[config.mk]
export PLATFORM = sky130hd
export DESIGN_NAME = ether_rx_frame_ctrl
export DESIGN_NICKNAME = d
export VERILOG_FILES = /design/src/rtl/ether_rx_pkg.sv /design/src/rtl/ether_rx_crc32.sv /design/src/rtl/ether_rx_frame_ctrl.sv
export SDC_FILE = /design/constraint.sdc
export NUM_CORES = 1
export LEC_CHECK = 0
export CAP_MARGIN = 10
export CORE_MARGIN = 3
export CORE_UTILIZATION = 50
export DETAILED_ROUTE_END_ITERATION = 10
export GPL_TIMING_DRIVEN = 0
export PLACE_DENSITY = 0.74
export SETUP_SLACK_MARGIN = 0.1
export SLEW_MARGIN = 20
export SYNTH_ARGS = -nofsm -noshare
export SYNTH_HDL_FRONTEND = slang
export SYNTH_SLANG_ARGS = --single-unit
[constraint.sdc]
create_clock -name phy_rx_clk -period 3.5 [get_ports phy_rx_clk]
set_input_delay 0.525 -clock phy_rx_clk [delete_from_list [all_inputs] [get_ports phy_rx_clk]]
set_output_delay 0.525 -clock phy_rx_clk [all_outputs]
set_load 0.05 [all_outputs]
[src/rtl/ether_rx_pkg.sv]
// Shared types and constants for the GMII receive frame controller.
package ether_rx_pkg;

    typedef enum logic [2:0] {
        ST_IDLE  = 3'd0,
        ST_PRE   = 3'd1,
        ST_DATA  = 3'd2,
        ST_CHECK = 3'd3,
        ST_DROP  = 3'd4
    } rx_state_t;

    localparam logic [7:0]  SFD         = 8'hD5;
    localparam logic [7:0]  PRE_BYTE    = 8'h55;
    localparam logic [31:0] CRC_RESIDUE = 32'hC704DD7B;
    localparam logic [31:0] CRC_POLY    = 32'h04C11DB7;

    typedef struct packed {
        logic        slot;
        logic [10:0] len;
        logic        crc_ok;
    } rx_desc_t;

endpackage

[src/rtl/ether_rx_crc32.sv]
// Byte-wide Ethernet CRC-32, MSB-first register with bytes fed LSB first.
// A good frame (payload + FCS) leaves the register at CRC_RESIDUE.
// Only built when ETHER_RX_CRC_CHECK_EN is defined.
`ifdef ETHER_RX_CRC_CHECK_EN
module ether_rx_crc32
    import ether_rx_pkg::*;
(
    input  logic        phy_rx_clk,
    input  logic        rst,
    input  logic        clr,
    input  logic        calc,
    input  logic [7:0]  data,
    output logic [31:0] crc
);

    function automatic logic [31:0] crc_step(input logic [31:0] c, input logic [7:0] d);
        logic [31:0] r;
        r = c;
        for (int i = 0; i < 8; i++) begin
            if (r[31] ^ d[i])
                r = {r[30:0], 1'b0} ^ CRC_POLY;
            else
                r = {r[30:0], 1'b0};
        end
        return r;
    endfunction

    // Running CRC: preset at SFD, folded in for every stored byte.
    always_ff @(posedge phy_rx_clk or posedge rst) begin
        if (rst)
            crc <= 32'hFFFFFFFF;
        else if (clr)
            crc <= 32'hFFFFFFFF;
        else if (calc)
            crc <= crc_step(crc, data);
    end

endmodule
`endif

[src/rtl/ether_rx_frame_ctrl.sv]
// GMII receive frame controller: preamble/SFD detection, ping-pong storage
// into two 2 KiB buffer slots, length check, and a 2-deep descriptor queue.
// Optional FCS checking is built when ETHER_RX_CRC_CHECK_EN is defined;
// otherwise every committed frame reports frm_crc_ok=1.
//
// state | meaning
// IDLE  | waiting for the first preamble byte
// PRE   | counting 0x55 bytes, waiting for SFD
// DATA  | storing bytes into the current write slot
// CHECK | one cycle: length check and commit or discard
// DROP  | ignoring bytes until dv falls
module ether_rx_frame_ctrl
    import ether_rx_pkg::*;
#(
    parameter int MIN_LEN = 64,
    parameter int MAX_LEN = 1518,
    parameter int PRE_MIN = 7
) (
    input  logic        phy_rx_clk,
    input  logic        rst,
    input  logic        phy_rx_dv,
    input  logic        phy_rx_er,
    input  logic [7:0]  phy_rx_data,
    output logic        buf_we,
    output logic [11:0] buf_waddr,
    output logic [7:0]  buf_wdata,
    output logic        frm_valid,
    output logic        frm_slot,
    output logic [10:0] frm_len,
    output logic        frm_crc_ok,
    input  logic        frm_ack,
    output logic [15:0] drop_cnt
);

    rx_state_t   state, state_nxt;
    logic [3:0]  pre_cnt, pre_cnt_nxt;
    logic [10:0] wr_ptr, wr_ptr_nxt;
    logic        wr_slot;
    logic [1:0]  occ;
    rx_desc_t    q [2];
    logic        q_wp, q_rp;

    logic        wr_en;
    logic        commit;
    logic        drop_evt;
    logic        crc_clr;
    logic        crc_ok;
    logic        pop;
    logic        slot_free;

    assign slot_free = (occ != 2'd2);
    // Ack is honoured only against a visible descriptor that is still queued.
    assign pop       = frm_ack && frm_valid && (occ != 2'd0);

`ifdef ETHER_RX_CRC_CHECK_EN
    logic [31:0] crc_reg;

    ether_rx_crc32 u_crc (
        .phy_rx_clk (phy_rx_clk),
        .rst        (rst),
        .clr        (crc_clr),
        .calc       (wr_en),
        .data       (phy_rx_data),
        .crc        (crc_reg)
    );

    assign crc_ok = (crc_reg == CRC_RESIDUE);
`else
    assign crc_ok = 1'b1;
`endif

    // Next-state and per-byte control decode.
    always_comb begin
        state_nxt   = state;
        pre_cnt_nxt = pre_cnt;
        wr_ptr_nxt  = wr_ptr;
        wr_en       = 1'b0;
        commit      = 1'b0;
        drop_evt    = 1'b0;
        crc_clr     = 1'b0;
        case (state)
            ST_IDLE: begin
                if (phy_rx_dv) begin
                    if (phy_rx_data == PRE_BYTE) begin
                        state_nxt   = ST_PRE;
                        pre_cnt_nxt = 4'd1;
                    end else begin
                        state_nxt = ST_DROP;
                    end
                end
            end
            ST_PRE: begin
                if (!phy_rx_dv) begin
                    state_nxt = ST_DROP;
                end else if (phy_rx_data == PRE_BYTE) begin
                    if (pre_cnt != 4'hF)
                        pre_cnt_nxt = pre_cnt + 4'd1;
                end else if (phy_rx_data == SFD && pre_cnt >= PRE_MIN[3:0]) begin
                    crc_clr = 1'b1;
                    if (slot_free) begin
                        state_nxt  = ST_DATA;
                        wr_ptr_nxt = 11'd0;
                    end else begin
                        // A real frame started with nowhere to put it.
                        state_nxt = ST_DROP;
                        drop_evt  = 1'b1;
                    end
                end else begin
                    state_nxt = ST_DROP;
                end
            end
            ST_DATA: begin
                if (!phy_rx_dv) begin
                    state_nxt = ST_CHECK;
                end else if (phy_rx_er || wr_ptr == MAX_LEN[10:0]) begin
                    state_nxt = ST_DROP;
                    drop_evt  = 1'b1;
                end else begin
                    wr_en      = 1'b1;
                    wr_ptr_nxt = wr_ptr + 11'd1;
                end
            end
            ST_CHECK: begin
                state_nxt = ST_IDLE;
                if (wr_ptr < MIN_LEN[10:0])
                    drop_evt = 1'b1;
                else
                    commit = 1'b1;
            end
            ST_DROP: begin
                if (!phy_rx_dv)
                    state_nxt = ST_IDLE;
            end
            default: state_nxt = ST_IDLE;
        endcase
    end

    // FSM state, preamble counter, write pointer and write-slot selection.
    always_ff @(posedge phy_rx_clk or posedge rst) begin
        if (rst) begin
            state   <= ST_IDLE;
            pre_cnt <= 4'd0;
            wr_ptr  <= 11'd0;
            wr_slot <= 1'b0;
        end else begin
            state   <= state_nxt;
            pre_cnt <= pre_cnt_nxt;
            wr_ptr  <= wr_ptr_nxt;
            if (commit)
                wr_slot <= ~wr_slot;
        end
    end

    // Registered buffer write port; address/data hold between writes.
    always_ff @(posedge phy_rx_clk or posedge rst) begin
        if (rst) begin
            buf_we    <= 1'b0;
            buf_waddr <= 12'd0;
            buf_wdata <= 8'd0;
        end else begin
            buf_we <= wr_en;
            if (wr_en) begin
                buf_waddr <= {wr_slot, wr_ptr};
                buf_wdata <= phy_rx_data;
            end
        end
    end

    // Descriptor queue: commit and pop may coincide, leaving occ unchanged.
    always_ff @(posedge phy_rx_clk or posedge rst) begin
        if (rst) begin
            q[0] <= '0;
            q[1] <= '0;
            q_wp <= 1'b0;
            q_rp <= 1'b0;
            occ  <= 2'd0;
        end else begin
            if (commit) begin
                q[q_wp] <= '{slot: wr_slot, len: wr_ptr, crc_ok: crc_ok};
                q_wp    <= ~q_wp;
            end
            if (pop)
                q_rp <= ~q_rp;
            case ({commit, pop})
                2'b10:   occ <= occ + 2'd1;
                2'b01:   occ <= occ - 2'd1;
                default: occ <= occ;
            endcase
        end
    end

    // Registered view of the queue head for the consumer.
    always_ff @(posedge phy_rx_clk or posedge rst) begin
        if (rst) begin
            frm_valid  <= 1'b0;
            frm_slot   <= 1'b0;
            frm_len    <= 11'd0;
            frm_crc_ok <= 1'b0;
        end else begin
            frm_valid  <= (occ != 2'd0);
            frm_slot   <= q[q_rp].slot;
            frm_len    <= q[q_rp].len;
            frm_crc_ok <= q[q_rp].crc_ok;
        end
    end

    // Saturating discarded-frame counter.
    always_ff @(posedge phy_rx_clk or posedge rst) begin
        if (rst)
            drop_cnt <= 16'd0;
        else if (drop_evt && drop_cnt != 16'hFFFF)
            drop_cnt <= drop_cnt + 16'd1;
    end

endmodule

Word level (Yosys, flattened, before mapping)
Index checks and enable logic that the tools add are counted.

Flip-flop bits (word level): 100. RAM bits: 0. Bits in latches: 0. Bits in read-only memories: 0. Word-level logic and storage cells: 118. Memories kept: 0. Input port bits: 13.

Add/sub/neg operators: 5. Divide/modulo/power cells: 0. Reductions and logical operators: 14. Multipliers: 0. Order comparisons: 5. Shift-type cells: 0. Bitwise logic cells: 5. Eq/ne operators: 25. Muxes and demuxes: 43.

Operator list (number): 11-bit 2-to-1 mux (6); 13-bit 2-to-1 mux (4); 3-bit 2-to-1 mux (9); 26-bit bitwise mux (1); 2-bit inequality test, second input constant (12); 11-bit one-hot mux with 2 select lines (1); 4-bit 2-to-1 mux (5); 16-bit by 1-bit adder with 16-bit output, second input constant (1); 16-bit inequality test, second input constant (1); 13-bit demux with 1-bit select (1); 1-bit 2-to-1 mux (12); 3-bit one-hot mux with 4 select lines (1); 11-bit by 1-bit adder with 11-bit output, second input constant (1); 11-bit equality test, second input constant (1); 11-bit by 7-bit less-than comparator with 1-bit output, second input constant (1); 8-bit by 7-bit equality test with 1-bit output, second input constant (1); 8-bit equality test, second input constant (1); 4-bit one-hot mux with 2 select lines (1); 2-bit nonzero test (4); 7-bit AND reduction (1); 3-bit by 2-bit equality test with 1-bit output, second input constant (2); 3-bit inequality test, second input constant (2); 6-bit AND reduction (1); 1-bit logical AND (5); other kinds (18) (22).

Depth between registers and ports, before layout
Gate-level depths: netlist (run 1).

Depth after elaboration: 7. Mapped depth: 9.

Worst setup path before layout (run 1)
No wires, ideal clock.

Path type: register to register. From: register drop_cnt[0]. To: register drop_cnt[1]. Library setup time: 0.125 ns. Stages on the path, launching flop included: 8. Setup slack: 1.145 ns. Path buffers: 1. Period minus slack after synthesis: 2.355 ns. Data arrival time: 2.231 ns. Cells stage by stage: dfrtp_1 > ha_1 > and4_1 > nand3_1 > nor2_1 > clkbuf_1 > nor2_1 > mux2_2.

Longest elaborated chain between the ends: 2. Elaborated cells on any way between the ends: 3.

RTL lines: start: declaration (line ether_rx_frame_ctrl.sv:32) `output logic [15:0] drop_cnt`; start signal: assignment (line ether_rx_frame_ctrl.sv:212) `drop_cnt <= drop_cnt + 16'd1;`; branches (longest 2 deep; another with 16-bit by 1-bit adder with 16-bit output).

Several ways; the timed one is not identified. A chain may end at the register's enable or synchronous reset.

Final worst setup path (run 1)
From: register state[0]. To: register buf_wdata[0].

Longest elaborated chain between the ends: 2.

RTL lines: start: declaration (line ether_rx_frame_ctrl.sv:35) `rx_state_t state, state_nxt;`; start signal: assignment (line ether_rx_frame_ctrl.sv:146) `state <= state_nxt;`; 3-bit by 2-bit equality test with 1-bit output (line ether_rx_frame_ctrl.sv:81) `case (state)`; 1-bit 2-to-1 mux (line ether_rx_frame_ctrl.sv:81); named net wr_en (line ether_rx_frame_ctrl.sv:43) `logic wr_en;`; end signal: assignment (line ether_rx_frame_ctrl.sv:164) `buf_wdata <= phy_rx_data;`; end: declaration (line ether_rx_frame_ctrl.sv:26) `output logic [7:0] buf_wdata,`.

The timed path passes the listed nets, and every way through them passes these cells.

==> impl_metrics.ini, run 1 <==
[outcome]
status = completed

[synth]
synth_compound_area_frac = 0.0442
synth_adder_area_share = 0.0140
synth_top_family_by_area = simple AND/OR/NAND/NOR gates
syn_avg_cell_area_sq_um = 12.6
synth_seq_cells = 100
yosysSeqAreaShare = 0.559
synth_area_sq_mm = 0.00448
synthMuxAreaShare = 0.155
yosysWarnings = 0
synth-xor-area-share = 0.0489
synth-simple-area-share = 0.159
mappedNetlistNets = 372
synth_cell_types = 49
syn_inst = 354

[critical_path]
crit_path_start_kind = register
reg2reg_slack_ns = 0.81
crit_type = reg2reg
rr_worst_depth = 7
path_max_fanout = 10
critPathRequiredTime_ns = 3.75
crit_arrival_ns = 2.93
r2r_end = buf_wdata[0]
r2r_start = state[0]
critPathCaptureType = register

[drt]
wl_per_cell_microns = 16.1
viasPerCell = 5.51
drtPass1Iterations = 4
vias = 2963
drc_errors = 0
ant_nets = 0
drt_iter0_drc = 138
routed_wl_microns = 8660

[layout]
final_cells = 538
fin_nets = 447
layout-drive-gt1-share = 0.231
final_cell_area_sq_mm = 0.00549
areaGrowthSynthToFinish_pct = 22.6
diodes = 0

[sta]
hold_ws_ns = 0.471
finalMaxSlewViolations = 0
slew_headroom = 0.492
timing.final.ws_setup_ns = 0.811
setup_violations = 0
report.final.hold_viol_count = 0
fin_crit_ns = 2.69
rsz0062_at_grt = false
clock.fmax_mhz = 372
finalCritPeriodShare = 0.768
clock_skew_ns = 0.0147
tightest_slew_ns = 0.756

[floorplan]
die_width_microns = 101
pin_count = 64
fp.coreArea_sq_mm = 0.00846
dieArea_sq_mm = 0.0101
die_y_microns = 101
std_cell_rows = 33
initial_core_util = 0.529

[worst_hold_path]
hp-class = reg2reg
hold_depth = 1
whs_endpoint = q[0]
worstHoldStart = q[0]

[cts]
clockBufferDepth = 2
cts_buffers = 9
postCtsSetupBuffers = 0
clock-root-buffer = clkbuf_8
cts-resized-gates = 0
hold_buffers = 0
path_clk_slew_ns = 0.09
cts.sinks = 100
insertion_delay_ns = 0.37
cts_tree = built
clock_tree.htree_level_count = 3

[pwr]
p_comb_frac = 0.095
power_leakage_nw = 2.57
pwr-share-seq = 0.546
p_clk_frac = 0.359
power_switching_mw = 0.537
powerDensity_mw_per_mm2 = 403
ir_drop_uv = 229
swShare = 0.243
internal-power_mw = 1.67

[global_route]
grt_max_degree = 66
antenna_found_initial = 0
grt_pass1_vias = 2875
grt_overflow = 0
grt_pass1_wl_microns = 14400
track_usage = 0.180

[place]
place_ws_ns = 0.530
io_buffers = 63
gp_congestion = 0.831
placed_area_sq_mm = 0.00528
placed_cells = 523
dp_hpwl_microns = 6110

[job]
cap_viol_max_count = 0
[metal layers]
layer	wire, microns	GRT usage
met1	3930	0.250
met2	4270	0.279
met3	384	0.0491
met4	74	0.0487
met5	0	0
[synth_stat cells, drive strengths merged]
master | instances | area [sq um]
dfrtp | 100 | 2500
mux2 | 60 | 676
nand2 | 22 | 82.6
nor2 | 21 | 78.8
xor2 | 20 | 175
nand3 | 12 | 60.1
clkbuf | 9 | 33.8
nor3 | 9 | 45.0
nand4 | 7 | 43.8
buf | 6 | 36.3
a21oi | 5 | 25.0
ha | 5 | 62.6
inv | 5 | 18.8
nor2b | 5 | 31.3
nor3b | 5 | 42.5
o21ai | 5 | 25.0
xnor2 | 5 | 43.8
and3 | 4 | 25.0
nand3b | 4 | 30.0
nor4 | 4 | 55.1
or2 | 4 | 25.0
a31oi | 3 | 18.8
and2 | 3 | 18.8
and4 | 3 | 26.3
nand2b | 3 | 18.8
or4 | 3 | 22.5
a21boi | 2 | 15.0
mux2i | 2 | 20.0
nor4b | 2 | 23.8
o31ai | 2 | 33.8
o41ai | 2 | 25.0
or4b | 2 | 23.8
a21o | 1 | 7.51
a22o | 1 | 8.76
a31o | 1 | 8.76
a41oi | 1 | 8.76
and4b | 1 | 10.0
nand4bb | 1 | 27.5
nor4bb | 1 | 10.0
o211ai | 1 | 12.5
o2bb2ai | 1 | 8.76
or3b | 1 | 8.76
[layout make-up]
type                       instances  area, sq um
sequential                       100         2500
clock inverter                     5         85.1
clock buffer                      10          128
inverter                           5         23.8
multi-input combinational        234         1890
fill                             631         2980
buffer                            15         70.1
tap                              105          131
timing repair buffer              64          658
[through the flow]
step | TNS, ns | power, mW | util
after global routing | 0 | 2.30 | 0.648
after CTS | 0 | 2.24 | 0.648
after floorplan | 0 | 1.37 | -
after global placement | -101.43 | 1.43 | 0.619
final | 0 | 2.21 | 0.648
after detailed placement | 0 | 1.44 | 0.623
[power by group through the flow]
stage | logic, mW | clock network [mW] | registers [mW]
global route | 0.225 | 0.866 | 1.21
finish | 0.210 | 0.794 | 1.21
detailed placement | 0.213 | 0 | 1.23
floorplan | 0.129 | 0 | 1.24
global placement | 0.201 | 0 | 1.23
CTS | 0.215 | 0.816 | 1.21
[placed cells by master (no fill, tap or decap), types with 7 or more instances in the layout]
| cell type | count |
|---|---|
| nand2_1 | 22 |
| clkbuf_8 | 9 |
| xor2_1 | 20 |
| mux2_2 | 60 |
| nor3_1 | 9 |
| nand4_1 | 7 |
| nand3_1 | 12 |
| clkbuf_1 | 10 |
| nor2_1 | 21 |
| dfrtp_1 | 100 |
| clkdlybuf4s50_1 | 63 |
[sequential cells by signal, indices dropped and copies added, names as in the netlist]
signal      flops
q              26
frm_valid       1
q_wp            1
buf_waddr      12
buf_wdata       8
buf_we          1
wr_ptr         11
wr_slot         1
frm_crc_ok      1
frm_len        11
frm_slot        1
pre_cnt         4
state           3
drop_cnt       16
q_rp            1
occ             2
[worst max path at each step]
stage	start	end	slack [ns]
final	state[0]	buf_wdata[0]	0.81
after floorplan	rst	buf_waddr[0]	0.36
after detailed placement	phy_rx_data[5]	drop_cnt[14]	0.53
after global placement	rst	state[0]	-1.02
after global routing	state[0]	buf_wdata[5]	0.57
after CTS	state[0]	buf_wdata[5]	0.82
[cell families (layout without fill, tap and decap cells)]
logic type | count (synthesis) | after routing
adders and majority gates | 5 | 5
DFF | 100 | 100
and+or+nand+nor | 117 | 117
xor gates and xnor gates | 25 | 25
buffers and inverters | 20 | 99
muxes | 62 | 62
AOI/OAI and AO/OA | 25 | 25
[worst max-delay path, stage by stage, from the launching register on]
cell	delay, ns
dfrtp_1	0.37
clkbuf_1	0.18
nor3b_1	0.59
and2_1	0.25
and2_1	0.13
clkbuf_1	0.33
buf_2	0.35
mux2_2	0.37
No activity file was read; power rests on OpenSTA's default activity.
==> inputs of run 2 (changes only) <==
--- a/config.mk
+++ b/config.mk
@@ -7,10 +7,10 @@
 export LEC_CHECK = 0
 export CAP_MARGIN = 10
 export CORE_MARGIN = 3
-export CORE_UTILIZATION = 50
+export CORE_UTILIZATION = 49
 export DETAILED_ROUTE_END_ITERATION = 10
 export GPL_TIMING_DRIVEN = 0
-export PLACE_DENSITY = 0.74
+export PLACE_DENSITY = 0.76
 export SETUP_SLACK_MARGIN = 0.1
 export SLEW_MARGIN = 20
 export SYNTH_ARGS = -nofsm -noshare
==> constraint.sdc (replaced) <==
create_clock -name phy_rx_clk -period 2.32 [get_ports phy_rx_clk]
set_input_delay 0.348 -clock phy_rx_clk [delete_from_list [all_inputs] [get_ports phy_rx_clk]]
set_output_delay 0.348 -clock phy_rx_clk [all_outputs]
set_load 0.05 [all_outputs]
==> impl_metrics.ini, run 2 (synthesis gave the netlist of run 1 again) <==
[sta]
hold_ws_ns = 0.326
clock_skew_ns = 0.0134
slew_headroom = 0.453
fin_crit_ns = 2.28
timing.setup.tns_ns = 0
finalCritPeriodShare = 0.982
report.final.hold_viol_count = 0
rsz0062_at_grt = true
clock.fmax_mhz = 439
finalMaxSlewViolations = 0
setup_violations = 0
tightest_slew_ns = 0.813

[layout]
areaGrowthSynthToFinish_pct = 29.3
diodes = 0
largest_register_ffs = 26
largest_register = q
seq_area_sq_mm = 0.00251
final_cell_mix = dfrtp_1 (94), clkdlybuf4s50_1 (59), mux2_2 (56)
layout-drive-gt1-share = 0.329
multi_input_area_sq_mm = 0.00205
fin_nets = 460
reg_top3 = q (26), drop_cnt (16), buf_waddr (12)
n_fill_cell = 637
layout_commonest_cell = dfrtp_1

[pwr]
powerDensity_mw_per_mm2 = 553
power_leakage_nw = 2.70
ir_drop_uv = 300
power_mw = 3.20

[global_route]
grt_pass1_wl_microns = 15300
antenna_found_initial = 0
grt_pass1_vias = 3066
grt_overflow = 0
track_usage = 0.191
grt_max_degree = 31

[critical_path]
crit_arrival_ns = 2.57
rr_worst_depth = 9
crit_path_start_kind = register
path_cells = ha_2 -> a21oi_2 -> or4b_4 -> nor3b_4 -> o31ai_4 -> buf_6 -> buf_4 -> nor3b_4 -> xor2_1
critPathTopFamily = simple AND/OR/NAND/NOR gates
max_stage_delay_ns = 0.57
r2r_end = drop_cnt[2]
critPathSlowestCell = or4b_4
r2r_start = pre_cnt[1]
critPathRequiredTime_ns = 2.61
reg2reg_slack_ns = 0.04
path_max_fanout = 7
crit_top_cell = nor3b_4
crit_type = reg2reg
worst-path-buf-inv = 2
critPathCaptureType = register

[place]
io_buffers = 63
dp_hpwl_microns = 6420
gp_congestion = 0.835

[drt]
viasPerCell = 5.58
drt_iter0_drc = 101
drtPass1Iterations = 5
drc_errors = 0
wl_per_cell_microns = 17.1
ant_nets = 0
routed_wl_microns = 9520
vias = 3096

[cts]
cts.sinks = 100
hold_buffers = 0
clockBufferDepth = 2
cts_tree = built
clock_tree.htree_level_count = 3
clock-root-buffer = clkbuf_8
cts_buffers = 9
path_clk_slew_ns = 0.10
insertion_delay_ns = 0.36

[floorplan]
std_cell_rows = 34
fp.coreArea_sq_mm = 0.00881
pin_count = 64
dieArea_sq_mm = 0.0103
die_width_microns = 102
initial_core_util = 0.508
die_y_microns = 102

[outcome]
status = completed

[job]
cap_viol_max_count = 0

[worst_hold_path]
hp-class = in2async
[run 2: cell type report]
cell class                      instances  area share
Sequential cell                       100       0.434
Multi-Input combinational cell        234       0.355
Timing Repair Buffer                   81       0.138
Clock buffer                           11      0.0262
Tap cell                              108      0.0234
Buffer                                 11      0.0143
Clock inverter                          5     0.00606
Inverter                                5     0.00389
[run 2: metal layers]
metal / track usage / up-vias / part of all wire
li1: - / 1432 / -
met3: 0.0523 / 11 / 0.046
met4: 0.0511 / 0 / 0.012
met2: 0.313 / 94 / 0.51
met5: 0 / - / 0
met1: 0.250 / 1559 / 0.43
[run 2: timing repair]
action                                  4_1_cts  5_1_grt
gates resized for setup                      25       30
buffers inserted                              6        8
endpoints found under the setup margin       66       55
pin swaps                                    12        6
gates cloned                                  1        0
[run 2: worst max path at each step]
stage                     slack, ns            from  cells after the start     endpoint
after floorplan                0.12     drop_cnt[5]                      6  drop_cnt[1]
after global placement        -0.76  phy_rx_data[5]                      5    wr_ptr[2]
after detailed placement      -0.49  phy_rx_data[5]                      8  drop_cnt[7]
after CTS                      0.08      pre_cnt[1]                      8  drop_cnt[7]
after global routing          -0.07      pre_cnt[0]                      8  drop_cnt[7]
final                          0.04      pre_cnt[1]                      9  drop_cnt[2]
[run 2: per-stage QoR]
step | utilization | instance area, sq um | setup WS (ns) | std cells
6_report | 0.657 | 5790 | 0.0414 | 555
5_1_grt | 0.657 | 5790 | -0.0703 | 555
4_1_cts | 0.640 | 5630 | 0.0779 | 550
3_5_place_dp | 0.603 | 5310 | -0.488 | 528
3_3_place_gp | 0.596 | 5250 | -0.762 | 525
2_1_floorplan | - | 4480 | 0.116 | 354
[run 2: power breakdown]
group	total, mW	switching [mW]	internal, mW
clock network	1.04	0.588	0.451
logic	0.333	0.183	0.150
registers	1.83	0.0462	1.78
total	3.20	0.817	2.38
==> inputs of run 3 (changes only) <==
--- a/config.mk
+++ b/config.mk
@@ -8,6 +8,7 @@
 export CAP_MARGIN = 10
 export CORE_MARGIN = 3
 export CORE_UTILIZATION = 49
+export CTS_CLUSTER_SIZE = 20
 export DETAILED_ROUTE_END_ITERATION = 10
 export GPL_TIMING_DRIVEN = 0
 export PLACE_DENSITY = 0.76
==> results of run 3 <==
The final DEF is identical to that of run 2; final timing and power are the same.
==> variant 1: new RTL, settings of run 3 <==
The option `ETHER_RX_CRC_CHECK_EN` is turned on by a define.
--- a/src/rtl/ether_rx_crc32.sv
+++ b/src/rtl/ether_rx_crc32.sv
@@ -1,6 +1,8 @@
 // Byte-wide Ethernet CRC-32, MSB-first register with bytes fed LSB first.
 // A good frame (payload + FCS) leaves the register at CRC_RESIDUE.
 // Only built when ETHER_RX_CRC_CHECK_EN is defined.
+`define ETHER_RX_CRC_CHECK_EN
+
 `ifdef ETHER_RX_CRC_CHECK_EN
 module ether_rx_crc32
     import ether_rx_pkg::*;
Behaviour: no difference found for any inputs over 10 cycles, from zero or initial values and one cycle with rst high; that may be too few to reach the edited logic, so the function may still have changed.
==> variant 1 against run 3 <==
Final area up 40%; sequential cell count rose by 32; wire length up 61%; critical path depth fell by 2; clock skew fell by 3.9 ps; worst hold slack got worse by 33 ps; via count increased by 56%; synthesized area increased by 42%; synthesized cell count up 69%; global-route usage up 3.4 points; first-iteration DRC count increased to 3.5 times the old value; setup slack improved by 96 ps; clock power grew 150%; power increased to 2.6 times the old value; critical endpoint is now drop_cnt[1].
==> variant 1: results (changes against run 3) <==
[timing]
max_slew_margin_pct=62.4  ; was 45.3%
setup_tns_ps=0  ; unchanged
fin_skew_ps=9.52  ; was 13.4 ps
maxSlewViolCount=0  ; unchanged

[final_layout]
drive_gt1_share_pct=24.5  ; was 32.9%
fillers=976  ; was 637
largest_reg_flops=32  ; was 26
nNetsFinal=708  ; was 460
num_antenna_cells=0  ; unchanged

[global_routing]
track_usage_pct=22.5  ; was 19.1%
grt_first_pass_wirelength_microns=25100  ; was 15,300 microns
grt_max_degree=34  ; was 31
grt_pass1_vias=4904  ; was 3,066
antenna_found_initial=0  ; unchanged
grt_overflow_total=0  ; unchanged

[pwr]
p_leak_nw=3.56  ; was 2.70 nW
peakVddDrop_v=0.000765  ; was 0.000300 V
p_int_mw=5.45  ; was 2.38 mW

[placement]
port-buffer-count=63  ; unchanged
gp_congestion=0.893  ; was 0.835
place_hpwl_microns=10800  ; was 6420 microns
placed_area_sq_um=7300  ; was 5310 sq um
post-place-ws_ps=-842  ; was -488 ps

[hold_path]
hp-class=in -> async  ; unchanged

[clocking]
cts_buffer_depth=2  ; unchanged
clk_latency_ps=430  ; was 360 ps
cts_root_buffer=clkbuf_16  ; was clkbuf_8
clk_pin_slew_ps=60  ; was 100 ps
htree_num_levels=4  ; was 3
cts_buffers=17  ; was 9

[logic_synthesis]
synthTopCellsByArea=dfrtp_1 39%, dfstp_2 13%, xnor2_1 7.4%, mux2_2 6.4%, nand2_1 5.4%  ; was dfrtp_1 56%, mux2_2 15%, xor2_1 3.9%, nand2_1 1.8%, nor2_1 1.8%
synthDistinctLibCells=42  ; was 49
ys_seq_area_share_pct=52.6  ; was 55.9%
synth_common_cells=100 x dfrtp_1, 92 x nand2_1, 54 x xnor2_1  ; was 100 x dfrtp_1, 60 x mux2_2, 22 x nand2_1
yosys_warnings=0  ; unchanged
synth_nets=616  ; was 372
async_flop_share_pct=100  ; unchanged

[setup_path]
worst-endpoint-arrival_ps=2490  ; was 2570 ps
cp_max_fo=10  ; was 7

[status]
status=complete, no violations  ; unchanged

[drt]
drtPass1Iterations=5  ; unchanged
routedWlPerCell_microns=17.6  ; was 17.1 microns
avgViaCountPerCell=5.54  ; was 5.58
drt_iter0_markers=358  ; was 101

variant 1: power by group through the flow:
stage | logic [mW] | registers, mW | clock network, mW
5_1_grt | 2.91 | 3.02 | 2.71
2_1_floorplan | 1.81 | 3.13 | 0
6_report | 2.73 | 2.98 | 2.56
4_1_cts | 2.63 | 2.97 | 2.60
3_5_place_dp | 2.54 | 3.00 | 0
3_3_place_gp | 2.49 | 2.98 | 0
variant 1: kinds of logic (layout without fill, tap and decap cells):
family,Yosys count,in the layout,synth area share (%)
flip-flops,132,132,52.6
buffers and inverters,41,146,2.56
XOR/XNOR,96,96,14.9
multiplexers,37,37,6.53
AO/OA/AOI/OAI,79,79,7.20
AND/OR/NAND/NOR,208,208,15.3
adder cells (fa/ha/maj),5,5,0.984
variant 1: path summary, 6_finish.rpt:
check / endpoint / cells past startpoint / slack (ps) / from
worst max-delay path: drop_cnt[1] / 7 / 140 / wr_ptr[8]
worst min-delay path: drop_cnt[15] / 2 / 290 / rst
worst max register to register: drop_cnt[1] / 7 / 140 / wr_ptr[8]
worst min register to register: buf_waddr[8] / 2 / 470 / buf_waddr[8]
max in group asynchronous: frm_crc_ok / 4 / 1300 / rst
min in group phy_rx_clk: buf_wdata[5] / 3 / 460 / phy_rx_data[5]
variant 1: timing repair:
action,in CTS,in global routing
endpoints found under the setup margin,104,70
buffers inserted,6,5
gates cloned,0,0
resized for setup,29,27
pin swaps,2,5
variant 1: routing by layer:
layer  wire length (microns)  GRT usage, %  part of all wire (%)  up-vias
met5                       0             0                     0        -
met4                     443          9.23                   2.9        0
met3                     824          5.47                   5.4       40
met2                    7610          37.6                    50      178
met1                    6490          27.9                    42     2380
li1                        -             -                     -     2227
variant 1: metrics by stage:
| stage | utilization [%] | power [mW] | cells |
|---|---|---|---|
| final | 65.7 | 8.27 | 871 |
| after global routing | 65.7 | 8.64 | 871 |
| after CTS | 64.9 | 8.20 | 867 |
| after detailed placement | 59.0 | 5.54 | 833 |
| after global placement | 58.3 | 5.47 | 829 |
| after floorplan | - | 4.94 | 598 |
variant 1: final cells by class:
| type | instances | area share (%) |
|---|---|---|
| multi-input cells | 425 | 37.1 |
| clock inverters | 14 | 1.60 |
| flip-flops and latches | 132 | 41.2 |
| well taps | 168 | 2.59 |
| repair buffers | 78 | 9.84 |
| plain buffers | 24 | 1.65 |
| clock buffers | 18 | 5.40 |
| inverters | 12 | 0.631 |
variant 1: critical path: stages (launching register included):
cell      delay [ps]
dfrtp_1          360
clkbuf_2         180
and3_2           290
a311oi_4         420
a21oi_1           90
o21ai_2          170
buf_6            200
mux2_2           340
==> variant 2: new RTL, flow settings as in run 3 <==
Without the edit above. The 5 states of `rx_state_t` get a one-hot encoding in 5 bits.
--- a/src/rtl/ether_rx_pkg.sv
+++ b/src/rtl/ether_rx_pkg.sv
@@ -1,12 +1,12 @@
 // Shared types and constants for the GMII receive frame controller.
 package ether_rx_pkg;
 
-    typedef enum logic [2:0] {
-        ST_IDLE  = 3'd0,
-        ST_PRE   = 3'd1,
-        ST_DATA  = 3'd2,
-        ST_CHECK = 3'd3,
-        ST_DROP  = 3'd4
+    typedef enum logic [4:0] {
+        ST_IDLE  = 5'b00001,
+        ST_PRE   = 5'b00010,
+        ST_DATA  = 5'b00100,
+        ST_CHECK = 5'b01000,
+        ST_DROP  = 5'b10000
     } rx_state_t;
 
     localparam logic [7:0]  SFD         = 8'hD5;
Behaviour: no difference found for any inputs over 10 cycles, from zero or initial values and one cycle with rst high; not proved beyond that.
==> variant 2 against run 3 <==
Final area is 0.24% higher; setup slack worse by 21 ps; wire length down 4.5%; synthesized area fell by 1.1%; sequential power rose by 4%; critical path depth fell by 2; largest cell class unchanged; count of clock-buffer cells in the layout fell by 1; sequential cell count grew 2; sequential share of layout area up 0.85 points; synthesized cell count unchanged; power rose by 8.1%.
==> variant 2: results (changes against run 3) <==
[status]
status=complete, no violations  ; unchanged

[final_layout]
clock_buffers=10  ; was 11
drive_gt1_share_pct=34.1  ; was 32.9%
nonClkBufAreaFrac_pct=16.1  ; was 15.2%
fillers=687  ; was 637
multi_input_area_share_pct=33.2  ; was 35.5%
nNetsFinal=467  ; was 460
num-nonclk-inverters=13  ; was 5
fin_cells=562  ; was 555
seq_share_pct=44.2  ; was 43.4%
multi_input_gates=226  ; was 234
n_all_buffers=97  ; was 92

[placement]
port-buffer-count=62  ; was 63
gp_congestion=0.868  ; was 0.835
dp.cells=527  ; was 528
post-place-ws_ps=-643  ; was -488 ps

[drt]
wl_met1_microns=4160  ; was 4100 microns
drtPass1Iterations=4  ; was 5
met2_length_microns=4320  ; was 4860 microns
drt_iter0_markers=136  ; was 101
via_count=3100  ; was 3,096
wl_met3_microns=478  ; was 441 microns
routedWlPerCell_microns=16.2  ; was 17.1 microns

[logic_synthesis]
synth_common_cells=101 x dfrtp_1, 59 x mux2_2, 17 x nor2_1  ; was 100 x dfrtp_1, 60 x mux2_2, 22 x nand2_1
ys_seq_area_share_pct=57.7  ; was 55.9%
synthDistinctLibCells=45  ; was 49
synth_nets=372  ; unchanged
synthTopCellsByArea=dfrtp_1 57%, mux2_2 15%, xor2_1 3.2%, xnor2_1 1.6%, nand4_1 1.6%  ; was dfrtp_1 56%, mux2_2 15%, xor2_1 3.9%, nand2_1 1.8%, nor2_1 1.8%

[setup_path]
cp_max_fo=10  ; was 7
rrSetupSlack_ps=20  ; was 40 ps
worst-endpoint-arrival_ps=2590  ; was 2570 ps
reg2reg_depth=7  ; was 9
crit_end=drop_cnt[13]  ; was drop_cnt[2]
critPathMaxStageDelay_ps=540  ; was 570 ps
r2r-start=wr_ptr[10]  ; was pre_cnt[1]

[global_routing]
grt_max_degree=36  ; was 31
gr-usage-met3_pct=4.98  ; was 5.23%
met2_usage_pct=28.6  ; was 31.3%
track_usage_pct=18.8  ; was 19.1%
grt.met1_usage_pct=26.5  ; was 25.0%

[pwr]
peakVddDrop_v=0.000402  ; was 0.000300 V
p_leak_nw=2.79  ; was 2.70 nW
power_density_nw_per_um2=596  ; was 553 nW/um^2

[timing]
period_share_pct=99.1  ; was 98.2%
worst_slew_pin_slew_ps=657  ; was 813 ps
fin_skew_ps=9.89  ; was 13.4 ps
holdWs_ps=249  ; was 326 ps

[clocking]
post_cts_buffers=8  ; was 6
clock_sinks=102  ; was 100

[floorplanning]
dieArea_sq_um=10200  ; was 10,300 sq um

==> variant 2: cell types whose count changed after synthesis, sizes merged, moves of 4 or more <==
cell | before | now
nand4 | 7 | 11
nor2b | 5 | 1
xor2 | 20 | 16
nand2 | 22 | 14
inv | 5 | 13
and3 | 4 | 10
or3 | 0 | 5
o21ai | 5 | 13
nor3b | 5 | 0
nor2 | 21 | 17
==> variant 2: report_power, final <==
group	total, mW	internal, mW	switching, mW
sequential	1.91	1.84	0.0666
clock	1.06	0.410	0.653
combinational	0.487	0.233	0.253
total	3.46	2.49	0.973
==> variant 2: cells by family after synthesis <==
logic type | count (synthesis) | synth area share [%]
fa+ha+maj | 5 | 1.41
xor+xnor | 24 | 4.75
flops | 102 | 57.7
compound gates | 34 | 4.83
simple gates | 102 | 13.3
mux | 61 | 15.6
buf+inv | 26 | 2.43
